### src/rtl/mac_pkg.sv
// Shared defaults and width types for the multiply-accumulate datapath.
package mac_pkg;

    localparam int unsigned DATA_W_DEF  = 8;
    localparam int unsigned ACC_W_DEF   = 20;
    localparam int unsigned N_TERMS_DEF = 4;

    typedef logic [DATA_W_DEF-1:0]   operand_t;
    typedef logic [2*DATA_W_DEF-1:0] product_t;
    typedef logic [ACC_W_DEF-1:0]    acc_t;

    function automatic int unsigned max_w(input int unsigned a, input int unsigned b);
        return (a > b) ? a : b;
    endfunction

endpackage

### src/rtl/mac_acc.sv
// Accumulator, term counter and sticky done/overflow flags.
// MAC_SATURATE_EN defined: overflowing accumulates clamp to all ones; otherwise they wrap.
module mac_acc
    import mac_pkg::*;
#(
    parameter int unsigned PROD_W  = 2 * DATA_W_DEF,
    parameter int unsigned ACC_W   = ACC_W_DEF,
    parameter int unsigned N_TERMS = N_TERMS_DEF
) (
    input  logic                               clk_i,
    input  logic                               rst_ni,
    input  logic [PROD_W-1:0]                  product_i,
    input  logic                               sum_ld_i,
    input  logic                               sum_clr_i,
    output logic [ACC_W-1:0]                   sum_o,
    output logic                               sum_valid_o,
    output logic [$clog2(N_TERMS+1)-1:0]       term_cnt_o,
    output logic                               done_o,
    output logic                               ovf_o
);

    localparam int unsigned CNT_W = $clog2(N_TERMS + 1);
    // One spare bit above the wider of accumulator and product catches every carry.
    localparam int unsigned EXT_W = max_w(ACC_W, PROD_W) + 1;

    logic [ACC_W-1:0] sum_d, sum_q;
    logic [CNT_W-1:0] cnt_d, cnt_q;
    logic             valid_d, valid_q;
    logic             done_d, done_q;
    logic             ovf_d, ovf_q;
    logic [EXT_W-1:0] sum_ext_s;
    logic             overflow_s;
    logic             accept_s;

    // Next-state logic: clear beats accumulate; accumulate is ignored once done.
    always_comb begin
        sum_ext_s  = EXT_W'(sum_q) + EXT_W'(product_i);
        overflow_s = (sum_ext_s[EXT_W-1:ACC_W] != {(EXT_W-ACC_W){1'b0}});
        accept_s   = sum_ld_i && !done_q;
        sum_d      = sum_q;
        cnt_d      = cnt_q;
        valid_d    = 1'b0;
        done_d     = done_q;
        ovf_d      = ovf_q;
        if (sum_clr_i) begin
            sum_d  = {ACC_W{1'b0}};
            cnt_d  = {CNT_W{1'b0}};
            done_d = 1'b0;
            ovf_d  = 1'b0;
        end else if (accept_s) begin
            if (overflow_s) begin
                ovf_d = 1'b1;
`ifdef MAC_SATURATE_EN
                sum_d = {ACC_W{1'b1}};
`else
                sum_d = sum_ext_s[ACC_W-1:0];
`endif
            end else begin
                sum_d = sum_ext_s[ACC_W-1:0];
            end
            cnt_d   = cnt_q + CNT_W'(1);
            valid_d = 1'b1;
            done_d  = (cnt_d == CNT_W'(N_TERMS));
        end else begin
            valid_d = 1'b0;
        end
    end

    // Accumulator state registers
    always_ff @(posedge clk_i or negedge rst_ni) begin
        if (!rst_ni) begin
            sum_q   <= {ACC_W{1'b0}};
            cnt_q   <= {CNT_W{1'b0}};
            valid_q <= 1'b0;
            done_q  <= 1'b0;
            ovf_q   <= 1'b0;
        end else begin
            sum_q   <= sum_d;
            cnt_q   <= cnt_d;
            valid_q <= valid_d;
            done_q  <= done_d;
            ovf_q   <= ovf_d;
        end
    end

    assign sum_o       = sum_q;
    assign sum_valid_o = valid_q;
    assign term_cnt_o  = cnt_q;
    assign done_o      = done_q;
    assign ovf_o       = ovf_q;

endmodule

### src/rtl/mac_datapath.sv
// Operand registers and multiplier feeding the mac_acc accumulator.
// Overflow handling is selected in mac_acc by MAC_SATURATE_EN.
module mac_datapath
    import mac_pkg::*;
#(
    parameter int unsigned DATA_W  = DATA_W_DEF,
    parameter int unsigned ACC_W   = ACC_W_DEF,
    parameter int unsigned N_TERMS = N_TERMS_DEF
) (
    input  logic                           clk,
    input  logic                           reset,
    input  logic [DATA_W-1:0]              x_in,
    input  logic [DATA_W-1:0]              y_in,
    input  logic                           x_ld,
    input  logic                           y_ld,
    input  logic                           sum_ld,
    input  logic                           sum_clr,
    input  logic                           mult_sel,
    output logic [ACC_W-1:0]               sum,
    output logic                           sum_valid,
    output logic [$clog2(N_TERMS+1)-1:0]   term_cnt,
    output logic                           done,
    output logic                           ovf
);

    localparam int unsigned PROD_W = 2 * DATA_W;

    logic [DATA_W-1:0] x_d, x_q;
    logic [DATA_W-1:0] y_d, y_q;
    logic [DATA_W-1:0] operand_b_s;
    logic [PROD_W-1:0] product_s;

    // Operand load muxes and product from the registered (pre-edge) operands
    always_comb begin
        x_d         = x_ld ? x_in : x_q;
        y_d         = y_ld ? y_in : y_q;
        operand_b_s = mult_sel ? x_q : y_q;
        product_s   = PROD_W'(x_q) * PROD_W'(operand_b_s);
    end

    // Operand registers
    always_ff @(posedge clk or negedge reset) begin
        if (!reset) begin
            x_q <= {DATA_W{1'b0}};
            y_q <= {DATA_W{1'b0}};
        end else begin
            x_q <= x_d;
            y_q <= y_d;
        end
    end

    mac_acc #(
        .PROD_W  (PROD_W),
        .ACC_W   (ACC_W),
        .N_TERMS (N_TERMS)
    ) u_acc (
        .clk_i       (clk),
        .rst_ni      (reset),
        .product_i   (product_s),
        .sum_ld_i    (sum_ld),
        .sum_clr_i   (sum_clr),
        .sum_o       (sum),
        .sum_valid_o (sum_valid),
        .term_cnt_o  (term_cnt),
        .done_o      (done),
        .ovf_o       (ovf)
    );

endmodule

### config.mk
export PLATFORM = sky130hd
export DESIGN_NAME = mac_datapath
export DESIGN_NICKNAME = d
export VERILOG_FILES = /design/src/rtl/mac_pkg.sv /design/src/rtl/mac_acc.sv /design/src/rtl/mac_datapath.sv
export SDC_FILE = /design/constraint.sdc
export NUM_CORES = 1
export LEC_CHECK = 0
export ABC_AREA = 1
export ABC_CLOCK_PERIOD_IN_PS = 8400
export BUFFER_PORTS_ARGS = -buffer_cell sky130_fd_sc_hd__buf_2
export CAP_MARGIN = 20
export CORE_AREA = 2 2 110 112
export DETAILED_ROUTE_END_ITERATION = 8
export DIE_AREA = 0 0 112 114
export SYNTH_ARGS = -nofsm -noshare
export SYNTH_HDL_FRONTEND = slang
export SYNTH_SLANG_ARGS = --single-unit
### constraint.sdc
create_clock -name clk -period 8.4 [get_ports clk]
set_clock_uncertainty 0.2 [all_clocks]
set_input_delay 1.26 -clock clk [delete_from_list [all_inputs] [get_ports clk]]
set_output_delay 1.26 -clock clk [all_outputs]
set_load 0.01 [all_outputs]
==> reports/metrics.sh <==
CRITPATHMAXSTAGEDELAY_NS=0.55
NUM_ROWS=40
FINAL.FILL_COUNT=1234
DIE_H_UM=114
WORST-ENDPOINT-REQUIRED_NS=8.40
SYNTH.TOP_CELL.AREA_SHARE_PCT=23.0
CLK_LATENCY_WORST_SKEW_PAIR_NS=0.30
DRTANTENNAVIOLNETS=0
CTS-ROOT-BUF='clkbuf_16'
GRT_FIRST_PASS_WIRELENGTH_UM=16900
SETUP.WORST_PATH.CLASS='in -> reg'
SYNTH.CELLS.MOST_FREQUENT='inv_1, nand2_1, nor2_1'
REPORT.POWER.TOTAL_uW=1680
SYNTH.TOP_CELLS.BY_AREA='dfrtp_1, fa_1, inv_1, ha_1, nand2_1'
POST-SYNTH-TOP-COUNT-CELL='inv_1'
CTS.SINK_COUNT=42
PLACE_CONGESTION=0.936
MAX_FREQ_GHz=0.183
GRT.OVERFLOW.TOTAL=0
SYNTH_CELL_TYPE_COUNT=29
CLK_PATH_BUF_DEPTH=2
CTS_MAX_LEVEL=2
MAX-VDD-IR-DROP_mV=0.182
FINAL_MIN_PERIOD_OVER_CLOCK_PERIOD_PCT=64.9
CTS.HOLD.BUFFERS_ADDED=0
OUTCOME='complete, no violations'
SYNTH_EDF_COUNT=0
WORST_SETUP_HOLD_PATH_CLK_SLEW_NS=0.07
CELLPOWERDENSITY_nW_PER_UM2=326
FIRST_GLOBAL_VIAS=3652
AREA_GROWTH_SYN_TO_LAYOUT_PCT=12.6
PLACE.DETAILED.INSTANCES=772
CRITICAL_PATH_CELL_WITH_THE_HIGHEST_STAGE_DELAY='fa_1'
CP_CELL_SEQUENCE='buf_2 -> nor2_1 -> a21oi_1 -> inv_1 -> nor2_1 -> fa_1 -> fa_1 -> fa_1 -> inv_1 -> fa_1 -> inv_1 -> ha_1 -> nand2_1 -> inv_1 -> a21oi_2 -> nand2_2 -> nand2_2 -> nand2_2 -> a21oi_2 -> nor2_2'
WORST_SLEW_MARGIN_REL_PCT=55.0
PLACE.PORT_BUFFERS=48
FINAL_CELLS=781
POWER.LEAKAGE_uW=0.00299
ANTENNADIODECOUNT=0
TIMING_MAX_TRANSITION_VIOLATIONS_FINAL=0
GLOBALROUTETOTALUTIL_PCT=16.7
DRC=0
IO_PINS=49
SYN_NETS=699
FP.COREAREA_SQ_UM=11700
POST-ROUTE-WORST-SETUP-SLACK_NS=2.95
TIGHTEST_SLEW_NS=0.675
SYNTHARSTFLOPSHARE_PCT=100
SYNTH.YOSYS.SEQ_AREA_SHARE_PCT=23.0
GRT_START_MAX_NET_PINS=43
SYNTHESIS.YOSYS.WARNINGS=0
CLOCK_TREE_FROM_TRITONCTS='built'
RSZ_0062_RAISED_AFTER_GLOBAL_ROUTING='no'
POSTROUTEWIRELENGTH_UM=10100
DIE_OUTLINE_AREA_SQ_UM=12800
CP.ARRIVAL_NS=5.45
VIAS_PER_CELL=4.76
SYN_INST=583
ROUTED_WIRE_LENGTH_PER_INSTANCE_UM=13.0
FINALSETUPVIOLCOUNT=0
DPL.HPWL_UM=8340
SYNTH-MAIN-FF-CELL='dfrtp_1'
MAX-CAP-VIOLATIONS=0
DP_SLACK_NS=2.64
WORST_SETUP_PATH_START_KIND='primary input'
DETAILEDROUTE.FIRSTITERATIONVIOLATIONS=178
CRIT_FANOUT=16
FINALHOLDVIOLCOUNT=0
MIN_PATH_TYPE='reg -> reg'
RATIO_OF_CELLS_WITH_DRIVE_ABOVE_1_IN_THE_FINAL_LAYOUT_PCT=14.8
CTS_RESIZED=0
TRITONCTS.NUM_BUFFERS=5
DR_VIAS=3719
NUM-NETS-FINAL=749
FIRSTDRTPASSITERS=4
SYNTH.CELL_AREA_SQ_UM=4570
AVGSYNTHCELLAREA_SQ_UM=7.84
TYPE_OF_DESTINATION_OF_THE_CRITICAL_PATH='flop'
FLOORPLAN.INITIALDENSITY_PCT=39.0
POST_CTS.REPAIR.SETUP_BUFFERS=0
NUMBER_OF_ANTENNA_VIOLATIONS_AT_THE_FIRST_CHECK_IN_GLOBAL_ROUTING=0
FP.DIEW_UM=112
FINAL.MIN_CLOCK_PERIOD_NS=5.45
TOTALNEGATIVESETUPSLACK_NS=0
SYNTH.FF_LATCH_COUNT=42
NETLIST.TOP_CELL.BY_AREA='dfrtp_1'
==> metrics by stage <==
step	utilization, %	hold slack, ns	cell area, sq um
global placement	42.3	0.264	4950
CTS	43.7	0.290	5120
finish	44.0	0.279	5150
floorplan	-	0.281	4570
global route	44.0	0.334	5150
detailed placement	42.3	0.270	4950
==> cell usage in the layout (no fill, tap or decap), types with 14 or more instances in the layout <==
master and count:
a21oi_1 14, inv_1 150, nand2_1 136, fa_1 50
nor2_1 53, o21ai_0 22, ha_1 43, nand3_1 14
buf_2 48, dfrtp_1 42
==> power by group <==
group / switching, uW / internal (uW) / total [uW]
combinational: 766 / 425 / 1190
sequential: 25.7 / 235 / 261
clock: 85.9 / 140 / 226
total: 878 / 801 / 1680
==> worst paths after layout <==
kind | from | end | slack (ns) | cells after the start
setup / recovery | mult_sel | u_acc.sum_o[19]$_DFFE_PN0P_ | 2.95 | 20
hold / removal | u_acc.ovf_o$_DFFE_PN0P_ | u_acc.ovf_o$_DFFE_PN0P_ | 0.28 | 2
setup reg to reg | x_q[5]$_DFFE_PN0P_ | u_acc.sum_o[19]$_DFFE_PN0P_ | 3.69 | 19
hold reg to reg | u_acc.ovf_o$_DFFE_PN0P_ | u_acc.ovf_o$_DFFE_PN0P_ | 0.28 | 2
max in group asynchronous | reset | u_acc.term_cnt_o[2]$_DFFE_PN0P_ | 6.73 | 2
min in group asynchronous | reset | u_acc.sum_valid_o$_DFF_PN0_ | 0.75 | 1
==> registers in the layout (all words and copies together), names as in the netlist <==
signal / count
u_acc.done_o: 1
u_acc.ovf_o: 1
u_acc.sum_o: 20
u_acc.sum_valid_o: 1
u_acc.term_cnt_o: 3
x_q: 8
y_q: 8
==> layer usage <==
| metal | track usage, % | share of wire, % |
|---|---|---|
| met1 | 22.2 | 46 |
| met2 | 27.5 | 48 |
| met3 | 3.72 | 4.6 |
| met4 | 5.20 | 2.1 |
| met5 | 0 | 0 |
==> final cells by class <==
class | instances | area [sq um] | area share, %
Tap cell | 147 | 184 | 3.57
Clock inverter | 2 | 37.5 | 0.729
Inverter | 155 | 582 | 11.3
Multi-Input combinational cell | 380 | 2900 | 56.3
Clock buffer | 6 | 129 | 2.50
Timing Repair Buffer | 49 | 268 | 5.20
Sequential cell | 42 | 1050 | 20.4
==> worst max-delay path: cells and delay by family <==
kind                     cells  cell delay (ns)
AO/OA/AOI/OAI                3             0.50
adder cells (fa/ha/maj)      5             2.39
buffers and inverters        5             0.60
AND/OR/NAND/NOR              7             0.70
==> cells by family (layout without fill, tap and decap cells) <==
group	count (synthesis)	in the layout	synth area share, %
flip-flops	42	42	23.0
multiplexers	8	8	1.97
buffers and inverters	161	212	13.6
adder cells (fa/ha/maj)	93	93	33.7
AND/OR/NAND/NOR	228	228	21.0
AO/OA/AOI/OAI	51	51	6.76
Note: power is estimated with default switching activity, not from simulation.
